$ cat src/rtl/uart_tx_ctrl_if.sv
// -----------------------------------------------------------------------------
// uart_tx_ctrl_if
// CPU load/store bus bundle for the UART transmit controller.
//   sel   : access strobe, one cycle per access
//   we    : 1 = write, 0 = read (qualified by sel)
//   addr  : byte offset (0x0 TXDATA, 0x4 STATUS, 0x8 CTRL, 0xC IRQSTAT)
//   wdata : write data
//   rdata : registered read data returned by the controller
// Modports: master = CPU side, slave = controller side.
// -----------------------------------------------------------------------------
interface uart_tx_ctrl_if;
  logic        sel;
  logic        we;
  logic [3:0]  addr;
  logic [31:0] wdata;
  logic [31:0] rdata;

  modport master (output sel, output we, output addr, output wdata, input rdata);
  modport slave  (input sel, input we, input addr, input wdata, output rdata);
endinterface

$ cat src/rtl/uart_tx_ctrl.sv
// -----------------------------------------------------------------------------
// uart_tx_ctrl
// Memory-mapped transmit controller: buffers CPU-written bytes in a FIFO and
// launches them one frame at a time into the UART transmitter using a
// start/busy handshake. Provides STATUS/CTRL/IRQSTAT registers and a level
// interrupt for "TX drained", "overflow" and (optionally) "timeout".
// Ports:
//   clock     : system clock
//   nRst      : asynchronous active-low reset
//   bus       : CPU bus (uart_tx_ctrl_if.slave): sel, we, addr, wdata, rdata
//   tx_data   : byte presented to the transmitter, held for the whole frame
//   tx_start  : one-cycle frame start request
//   tx_busy   : transmitter frame in progress
//   interrupt : registered level interrupt (irq_en & |IRQSTAT)
// Build option: define UART_TX_CTRL_TIMEOUT_EN to add a 16-cycle watchdog on
// the wait for tx_busy; the stalled byte is dropped and IRQSTAT[2] is set.
// -----------------------------------------------------------------------------
module uart_tx_ctrl #(
  parameter int FIFO_DEPTH = 8,
  parameter int CNT_W      = $clog2(FIFO_DEPTH) + 1
) (
  input  logic           clock,
  input  logic           nRst,
  uart_tx_ctrl_if.slave  bus,
  output logic [7:0]     tx_data,
  output logic           tx_start,
  input  logic           tx_busy,
  output logic           interrupt
);

  localparam int              PTR_W       = $clog2(FIFO_DEPTH);
  localparam logic [CNT_W-1:0] FULL_CNT   = CNT_W'(FIFO_DEPTH);
  localparam logic [3:0]      ADDR_TXDATA = 4'h0;
  localparam logic [3:0]      ADDR_STATUS = 4'h4;
  localparam logic [3:0]      ADDR_CTRL   = 4'h8;
  localparam logic [3:0]      ADDR_IRQ    = 4'hC;

  typedef enum logic [1:0] {
    ST_IDLE      = 2'd0,
    ST_WAIT_BUSY = 2'd1,
    ST_WAIT_DONE = 2'd2
  } state_t;

  state_t           state_r;
  logic [7:0]       fifo_mem_r [FIFO_DEPTH];
  logic [PTR_W-1:0] wr_ptr_r;
  logic [PTR_W-1:0] rd_ptr_r;
  logic [CNT_W-1:0] count_r;
  logic             tx_en_r;
  logic             irq_en_r;
  logic [2:0]       irq_r;
  logic [31:0]      rdata_r;
`ifdef UART_TX_CTRL_TIMEOUT_EN
  logic [3:0]       tmo_cnt_r;
`endif

  logic        full_s, empty_s, busy_s;
  logic        wr_data_s, wr_ctrl_s, wr_irq_s, rd_s;
  logic        launch_s, push_s, ovf_set_s, drain_set_s, tmo_fire_s;
  logic [2:0]  irq_clr_s, irq_next_s;
  logic [31:0] rd_mux_s;
  logic        unused_s;

  assign full_s      = (count_r == FULL_CNT);
  assign empty_s     = (count_r == {CNT_W{1'b0}});
  assign busy_s      = (state_r != ST_IDLE) | tx_busy;
  assign wr_data_s   = bus.sel & bus.we & (bus.addr == ADDR_TXDATA);
  assign wr_ctrl_s   = bus.sel & bus.we & (bus.addr == ADDR_CTRL);
  assign wr_irq_s    = bus.sel & bus.we & (bus.addr == ADDR_IRQ);
  assign rd_s        = bus.sel & ~bus.we;
  assign unused_s    = ^bus.wdata[31:8];

  // Launch pops the head; a push while full is still accepted if a pop
  // frees the slot in the same cycle.
  assign launch_s    = (state_r == ST_IDLE) & tx_en_r & ~empty_s & ~tx_busy;
  assign push_s      = wr_data_s & (~full_s | launch_s);
  assign ovf_set_s   = wr_data_s & full_s & ~launch_s;
  assign drain_set_s = (state_r == ST_WAIT_DONE) & ~tx_busy & empty_s;
`ifdef UART_TX_CTRL_TIMEOUT_EN
  assign tmo_fire_s  = (state_r == ST_WAIT_BUSY) & ~tx_busy & (tmo_cnt_r == 4'd15);
`else
  assign tmo_fire_s  = 1'b0;
`endif

  // IRQSTAT next value: W1C clear first, then events set (set wins)
  always_comb begin
    irq_clr_s  = 3'b000;
    if (wr_irq_s) begin
      irq_clr_s = bus.wdata[2:0];
    end else begin
      irq_clr_s = 3'b000;
    end
    irq_next_s = (irq_r & ~irq_clr_s) | {tmo_fire_s, ovf_set_s, drain_set_s};
  end

  // Read data multiplexer
  always_comb begin
    rd_mux_s = 32'h0000_0000;
    case (bus.addr)
      ADDR_STATUS: begin
        rd_mux_s[11:4] = 8'(count_r);
        rd_mux_s[2]    = busy_s;
        rd_mux_s[1]    = empty_s;
        rd_mux_s[0]    = full_s;
      end
      ADDR_CTRL:   rd_mux_s[1:0] = {irq_en_r, tx_en_r};
      ADDR_IRQ:    rd_mux_s[2:0] = irq_r;
      default:     rd_mux_s = 32'h0000_0000;
    endcase
  end

  // Transmit sequencer with registered tx_data / tx_start
  always_ff @(posedge clock or negedge nRst) begin
    if (!nRst) begin
      state_r   <= ST_IDLE;
      tx_data   <= 8'h00;
      tx_start  <= 1'b0;
`ifdef UART_TX_CTRL_TIMEOUT_EN
      tmo_cnt_r <= 4'd0;
`endif
    end else begin
      tx_start <= 1'b0;
      case (state_r)
        ST_IDLE: begin
          if (launch_s) begin
            tx_data   <= fifo_mem_r[rd_ptr_r];
            tx_start  <= 1'b1;
            state_r   <= ST_WAIT_BUSY;
`ifdef UART_TX_CTRL_TIMEOUT_EN
            tmo_cnt_r <= 4'd0;
`endif
          end
        end
        ST_WAIT_BUSY: begin
          if (tx_busy) begin
            state_r <= ST_WAIT_DONE;
          end
`ifdef UART_TX_CTRL_TIMEOUT_EN
          else if (tmo_fire_s) begin
            state_r <= ST_IDLE;
          end else begin
            tmo_cnt_r <= tmo_cnt_r + 4'd1;
          end
`endif
        end
        ST_WAIT_DONE: begin
          if (!tx_busy) begin
            state_r <= ST_IDLE;
          end
        end
        default: state_r <= ST_IDLE;
      endcase
    end
  end

  // FIFO pointers and occupancy; reset flushes the queue
  always_ff @(posedge clock or negedge nRst) begin
    if (!nRst) begin
      wr_ptr_r <= {PTR_W{1'b0}};
      rd_ptr_r <= {PTR_W{1'b0}};
      count_r  <= {CNT_W{1'b0}};
    end else begin
      if (push_s) wr_ptr_r <= wr_ptr_r + PTR_W'(1);
      if (launch_s) rd_ptr_r <= rd_ptr_r + PTR_W'(1);
      case ({push_s, launch_s})
        2'b10:   count_r <= count_r + CNT_W'(1);
        2'b01:   count_r <= count_r - CNT_W'(1);
        default: count_r <= count_r;
      endcase
    end
  end

  // FIFO storage (contents need no reset; occupancy is tracked separately)
  always_ff @(posedge clock) begin
    if (push_s) fifo_mem_r[wr_ptr_r] <= bus.wdata[7:0];
  end

  // Control/status registers, read data and interrupt
  always_ff @(posedge clock or negedge nRst) begin
    if (!nRst) begin
      tx_en_r   <= 1'b0;
      irq_en_r  <= 1'b0;
      irq_r     <= 3'b000;
      rdata_r   <= 32'h0000_0000;
      interrupt <= 1'b0;
    end else begin
      if (wr_ctrl_s) begin
        tx_en_r  <= bus.wdata[0];
        irq_en_r <= bus.wdata[1];
      end
      if (rd_s) rdata_r <= rd_mux_s;
      irq_r     <= irq_next_s;
      interrupt <= irq_en_r & (|irq_r);
    end
  end

  assign bus.rdata = rdata_r;

endmodule
$ cat src/flat_wrapper.sv
// flat-port wrapper written by rule: the top's interface ports become plain ports
module uart_tx_ctrl_flat 
#(
  parameter int FIFO_DEPTH = 8,
  parameter int CNT_W      = $clog2(FIFO_DEPTH) + 1
)
  (clock, nRst, tx_data, tx_start, tx_busy, interrupt, bus_sel, bus_we, bus_addr, bus_wdata, bus_rdata);
  uart_tx_ctrl_if bus_i ();
  input  logic clock;
  input  logic nRst;
  output logic [7:0] tx_data;
  output logic tx_start;
  input  logic tx_busy;
  output logic interrupt;
  input wire logic [$bits(bus_i.sel)-1:0] bus_sel;
  input wire logic [$bits(bus_i.we)-1:0] bus_we;
  input wire logic [$bits(bus_i.addr)-1:0] bus_addr;
  input wire logic [$bits(bus_i.wdata)-1:0] bus_wdata;
  output wire logic [$bits(bus_i.rdata)-1:0] bus_rdata;
  assign bus_i.sel = bus_sel;
  assign bus_i.we = bus_we;
  assign bus_i.addr = bus_addr;
  assign bus_i.wdata = bus_wdata;
  assign bus_rdata = bus_i.rdata;
  uart_tx_ctrl #(.FIFO_DEPTH(FIFO_DEPTH), .CNT_W(CNT_W)) u_core (.clock(clock), .nRst(nRst), .bus(bus_i), .tx_data(tx_data), .tx_start(tx_start), .tx_busy(tx_busy), .interrupt(interrupt));
endmodule
$ cat config.mk
export PLATFORM = sky130hd
export DESIGN_NAME = uart_tx_ctrl_flat
export DESIGN_NICKNAME = d
export VERILOG_FILES = /design/src/rtl/uart_tx_ctrl_if.sv /design/src/rtl/uart_tx_ctrl.sv /design/src/flat_wrapper.sv
export SDC_FILE = /design/constraint.sdc
export NUM_CORES = 1
export LEC_CHECK = 0
export ABC_AREA = 1
export CAP_MARGIN = 20
export CORE_UTILIZATION = 30
export DETAILED_ROUTE_END_ITERATION = 7
export GPL_TIMING_DRIVEN = 0
export HOLD_SLACK_MARGIN = 0.03
export PLACE_DENSITY = 0.51
export SETUP_SLACK_MARGIN = 0.2
export SLEW_MARGIN = 25
export SYNTH_ARGS = -nofsm -noshare
export SYNTH_HDL_FRONTEND = slang
export SYNTH_SLANG_ARGS = --single-unit
export TNS_END_PERCENT = 10
$ cat constraint.sdc
create_clock -name clock -period 4 [get_ports clock]
set_input_delay 0.8 -clock clock [delete_from_list [all_inputs] [get_ports clock]]
set_output_delay 0.8 -clock clock [all_outputs]
set_load 0.03 [all_outputs]
* Word level (Yosys, flattened, before mapping)
Memories as Yosys holds them, arrays and structs flattened. A register that Yosys moved wholly into a read port is not among the register bits.
Index checks and enable logic that the tools add are counted.
** Word-level totals
- Input port bits :: 41
- Output and inout bits :: 42
- Memories kept :: 1
- Bits in registers :: 30
- Bits in writable memories :: 64
** Operators by class
- Multiplexer cells :: 13
- Reductions and logical operators :: 9
- Eq/ne operators :: 11
- Bitwise logic cells :: 24
- Add/sub/neg operators :: 4
** Memories
- u_core.fifo_mem_r :: words 8, bits a word 8, read ports 1, clocked after Yosys merged registers in 1, write ports 1, RTL line uart_tx_ctrl.sv:45 : logic [7:0] fifo_mem_r [FIFO_DEPTH];
** Operators by type and width (count)
- AND 1 bit :: 14
- == test 4 bit, second input constant :: 3
- case mux 2 bit (3 select lines) :: 2
- logical NOT 4 bit :: 2
- case mux 4 bit (2 select lines) :: 1
- adder 3 x 1 -> 3 bit, second input constant :: 2
- two-way mux 2 bit :: 3
- inverter 1 bit :: 5
- adder 4 x 1 -> 4 bit, second input constant :: 1
- == test 2 x 1 -> 1 bit, second input constant :: 2
- == test 2 bit, second input constant :: 2
- == test 4 x 3 -> 1 bit, second input constant :: 1
- two-way mux 1 bit :: 4
- two-way mux 4 bit :: 1
- inequality test 2 bit, second input constant :: 2
- nonzero test 2 bit :: 2
- subtractor 4 x 1 -> 4 bit, second input constant :: 1
- AND 3 bit :: 1
- two-way mux 3 bit :: 1
- inverter 3 bit :: 1
- bitwise OR 3 x 2 -> 3 bit :: 1
- AND reduction 3 bit :: 1
- OR reduction 3 bit :: 1
- logical NOT 2 bit :: 1
- 5 further kinds :: 6

* Longest topological paths before layout
- Depth after elaboration :: 8
- Depth in mapped cells :: 15
- Mapped depth without buffers :: 15

* Least setup slack after synthesis
Ideal clock, no wire load.
- Kind :: input to register
- From :: in bus_addr[0]
- To :: reg u_core.count_r[2]
- Setup slack :: 1.580 ns
- Stages on the path :: 11
- Arrival :: 2.292 ns
- Cells stage by stage :: inv_1 > nand2_2 > nor4_4 > nand2_2 > ha_1 > nor2_1 > nor2_1 > ha_1 > a21oi_1 > xor2_1 > o21ai_0
** On the way
- Cells in the longest elaborated chain, start to end :: 5
- Elaborated cells between the ends (all ways) :: 7
- Those cells by class :: eq/ne: 2; mux: 1; bitwise: 2; reduce/logical: 2
** RTL lines
- start, declared :: RTL line flat_wrapper.sv:17 : input wire logic [$bits(bus_i.addr)-1:0] bus_addr;
- logical NOT 4 bit (*) :: RTL line uart_tx_ctrl.sv:67 : assign wr_data_s = bus.sel & bus.we & (bus.addr == ADDR_TXDATA);
- AND 1 bit (*) :: RTL line uart_tx_ctrl.sv:67
- AND 1 bit (*) :: RTL line uart_tx_ctrl.sv:76 : assign push_s = wr_data_s & (~full_s | launch_s);
- == test 2 x 1 -> 1 bit / == test 2 bit (equally long branches) :: RTL line uart_tx_ctrl.sv:165 : case ({push_s, launch_s})
- case mux 4 bit (2 select lines) / nonzero test 2 bit (equally long branches)
- end signal, assigned :: RTL line uart_tx_ctrl.sv:166 : 2'b10: count_r <= count_r + CNT_W'(1);
- end signal, assigned :: RTL line uart_tx_ctrl.sv:167 : 2'b01: count_r <= count_r - CNT_W'(1);
- end signal, assigned :: RTL line uart_tx_ctrl.sv:168 : default: count_r <= count_r;
- end, declared :: RTL line uart_tx_ctrl.sv:48 : logic [CNT_W-1:0] count_r;
Every way passes the cells marked *; elsewhere a longest branch is shown, timed or not.
A chain may end at the register's enable or synchronous reset.

* Worst setup path after layout
- From :: in tx_busy
- To :: reg u_core.count_r[2]
** On the way
- Cells in the longest elaborated chain, start to end :: 6
- Elaborated cells between the ends (all ways) :: 8
- Those cells by class :: eq/ne: 2; mux: 1; bitwise: 4; reduce/logical: 1
** RTL lines
- start, declared :: RTL line flat_wrapper.sv:13 : input logic tx_busy;
- inverter 1 bit (*) :: RTL line uart_tx_ctrl.sv:75 : assign launch_s = (state_r == ST_IDLE) & tx_en_r & ~empty_s & ~tx_busy;
- AND 1 bit (*) :: RTL line uart_tx_ctrl.sv:75
- via u_core.launch_s :: RTL line uart_tx_ctrl.sv:59 : logic launch_s, push_s, ovf_set_s, drain_set_s, tmo_fire_s;
- bitwise OR 1 bit :: RTL line uart_tx_ctrl.sv:76
- AND 1 bit :: RTL line uart_tx_ctrl.sv:76
- == test 2 x 1 -> 1 bit / == test 2 bit (equally long branches) :: RTL line uart_tx_ctrl.sv:165
- case mux 4 bit (2 select lines) / nonzero test 2 bit (equally long branches)
Mark *: on every way through the listed nets, which the timed path passes. The rest lies on a longest branch.

==> impl_metrics.json <==
{
  "drc": 0,
  "syn_inst": 425,
  "io_buffer_count": 33,
  "yosysUniqueCellTypes": 26,
  "coreArea_um2": 14000,
  "die_w_um": 123,
  "leakage_nw": 2.26,
  "insertion_delay_ps": 350,
  "area_growth_pct": 22.2,
  "cts_root_buf": "clkbuf_16",
  "worstPathCellList": "clkdlybuf4s50_1 > inv_1 > nand2_1 > nor2_1 > nand2_2 > inv_2 > buf_2 > ha_1 > nand2_1 > inv_1 > nor2_1 > ha_1 > a21oi_1 > xor2_1 > o21ai_0",
  "postCtsSetupRepairBufs": 0,
  "fin_ws_ps": 1220,
  "tns_ps": 0,
  "yosysTopAreaCell": "edfxtp_1",
  "final_layout_size_suffix_gt1_share_pct": 13.4,
  "r2r_setup_slack_ps": 1710,
  "dieArea_um2": 15000,
  "synth_simple_gate_area_share_pct": 20.1,
  "fin_nets": 540,
  "slowest_stage": "clkdlybuf4s50_1",
  "r2r_start": "u_core.count_r[3]",
  "r2r_end": "u_core.count_r[2]",
  "dr.pass1.iters": 4,
  "pre_cts_slack_ps": 830,
  "yosysMostFrequentCell": "nor2_1",
  "synth_top_family_by_area": "simple AND/OR/NAND/NOR gates",
  "vias": 3025,
  "post-route-period-util_pct": 69.4,
  "synthDominantCellAreaShare_pct": 44.0,
  "synthTopCellsByCount": "nor2_1, nand2_1, edfxtp_1, nand3_1, o21ai_0",
  "grt_pass1_vias": 2834,
  "fmax_ghz": 0.360,
  "postSynthAreaPerCell_um2": 10.3,
  "tightest_slew_ps": 891,
  "dr.first_iter.drc_count": 199,
  "wirelength_mm": 9.47,
  "worstSetupEndpointType": "flop",
  "yosys-top-cells-area": "edfxtp_1, dfrtp_1, nor2_1",
  "synth_compound_area_share_pct": 5.28,
  "yosys_warnings": 0,
  "cts.htree.levels": 3,
  "max_stage_delay_ps": 420,
  "synth-seq-cells": 98,
  "rsz0062_at_grt": "no",
  "grt-ovfl-total": 0,
  "cp-start-kind": "primary input",
  "muxShareOfSynthArea_pct": 0,
  "synth_fa_ha_area_share_pct": 1.43,
  "syn_area_um2": 4360,
  "die_h_um": 123,
  "cts_repair_resize_count": 0,
  "pin_count": 83,
  "cts_sinks": 98,
  "antenna_found_initial": 0,
  "min_path_type": "primary input to async pin",
  "grt_pass1_wl_mm": 14.9,
  "hold_buffers": 0,
  "path_depth": 15,
  "arrival_ps": 2990,
  "fin_crit_ps": 2780,
  "detailed_place_hpwl_mm": 6.53,
  "skew_ps": 10.7,
  "track_usage_pct": 13.7,
  "grt_max_degree": 19,
  "cts_tree": "built",
  "placementRows": 43,
  "cts_max_path_buffers": 2,
  "cp_max_fo": 11,
  "cts_buffers": 9,
  "synth_edf_count": 64,
  "wl_per_cell_um": 13.9,
  "p_per_area_nw_per_um2": 593,
  "status": "finished clean",
  "viasPerCell": 4.46,
  "start_util_pct": 31.1,
  "stdcell_count": 679,
  "cp.required_ps": 4220,
  "slew_headroom_pct": 40.4,
  "r2r_cells": 13,
  "drv_slew": 0,
  "diodes": 0,
  "synth-main-ff-cell": "edfxtp_1",
  "setup_violations": 0,
  "clkTransAtPathRegs_ps": 70,
  "dp.cells": 663,
  "path_buf_inv": 5,
  "hold_violations": 0,
  "seq_area_frac_synth_pct": 63.6,
  "hold_slack_ps": 395,
  "critPathTopFamily": "buffers and inverters",
  "place.gp.congestion": 0.780,
  "ant_nets": 0,
  "critical_path_class": "primary input to flop",
  "drv_cap": 0,
  "finalPower_mw": 3.16,
  "synthArstFlopShare_pct": 34.7,
  "synth_xor_area_share_pct": 1.20,
  "startpoint": "tx_busy",
  "peakVddDrop_mv": 0.251
}
## kinds of logic after synthesis
| logic type | count (synthesis) |
|---|---|
| compound gates | 45 |
| xor+xnor | 6 |
| fa+ha+maj | 5 |
| buf+inv | 69 |
| flops | 98 |
| other cells | 1 |
| simple gates | 201 |
## layout by cell type, fill, tap and decap left out, types with 4 or more instances in the layout
| master | n |
|---|---|
| nor2_1 | 80 |
| nand2_1 | 72 |
| edfxtp_1 | 64 |
| nand3_1 | 38 |
| o21ai_0 | 36 |
| dfrtp_1 | 34 |
| clkdlybuf4s50_1 | 32 |
| buf_4 | 25 |
| conb_1 | 25 |
| inv_1 | 24 |
| buf_2 | 10 |
| clkbuf_16 | 9 |
| inv_2 | 7 |
| clkbuf_1 | 6 |
| o21ai_1 | 5 |
| ha_1 | 5 |
| nand2_2 | 4 |
| xor2_1 | 4 |
## stage by stage
step | util, % | area [µm²]
2_1_floorplan | - | 4450
3_3_place_gp | 35.7 | 5010
3_5_place_dp | 35.8 | 5030
4_1_cts | 38.0 | 5330
5_1_grt | 38.0 | 5330
6_report | 38.0 | 5330
## routing by layer
layer / share of wire, % / GRT usage, % / up-vias
li1: - / - / 1505
met1: 44 / 17.8 / 1427
met2: 49 / 22.2 / 81
met3: 5.4 / 2.00 / 12
met4: 2.2 / 7.01 / 0
met5: 0 / 0 / -
## sequential cells by signal (all words and copies together), names as in the netlist
name and count:
u_core.interrupt 1, u_core.state_r 2, u_core.irq_en_r 1, u_core.bus.rdata 7, u_core.tx_start 1, u_core.fifo_mem_r 64
u_core.irq_r 3, u_core.tx_data 8, u_core.rd_ptr_r 3, u_core.count_r 4, u_core.wr_ptr_r 3, u_core.tx_en_r 1
## power by group
group | total (mW) | internal, mW | switching, mW
combinational | 1.03 | 0.359 | 0.670
sequential | 1.26 | 1.18 | 0.0753
clock | 0.873 | 0.505 | 0.368
## how the worst max path moves through the flow
| stage | endpoint |
|---|---|
| after floorplan | u_core.count_r[2] |
| after global placement | u_core.fifo_mem_r[0][4] |
| after detailed placement | u_core.fifo_mem_r[0][4] |
| after CTS | u_core.fifo_mem_r[0][4] |
| after global routing | u_core.count_r[2] |
| final | u_core.count_r[2] |
## final cells by class
cell class	count	area [µm²]
buffer	38	248
clock buffer	12	246
clock inverter	4	52.6
fill	1364	8710
inverter	31	116
multi-input combinational	282	1320
sequential	98	2770
tap	180	225
timing repair buffer	34	353
Note: power is estimated with default switching activity, not from simulation.
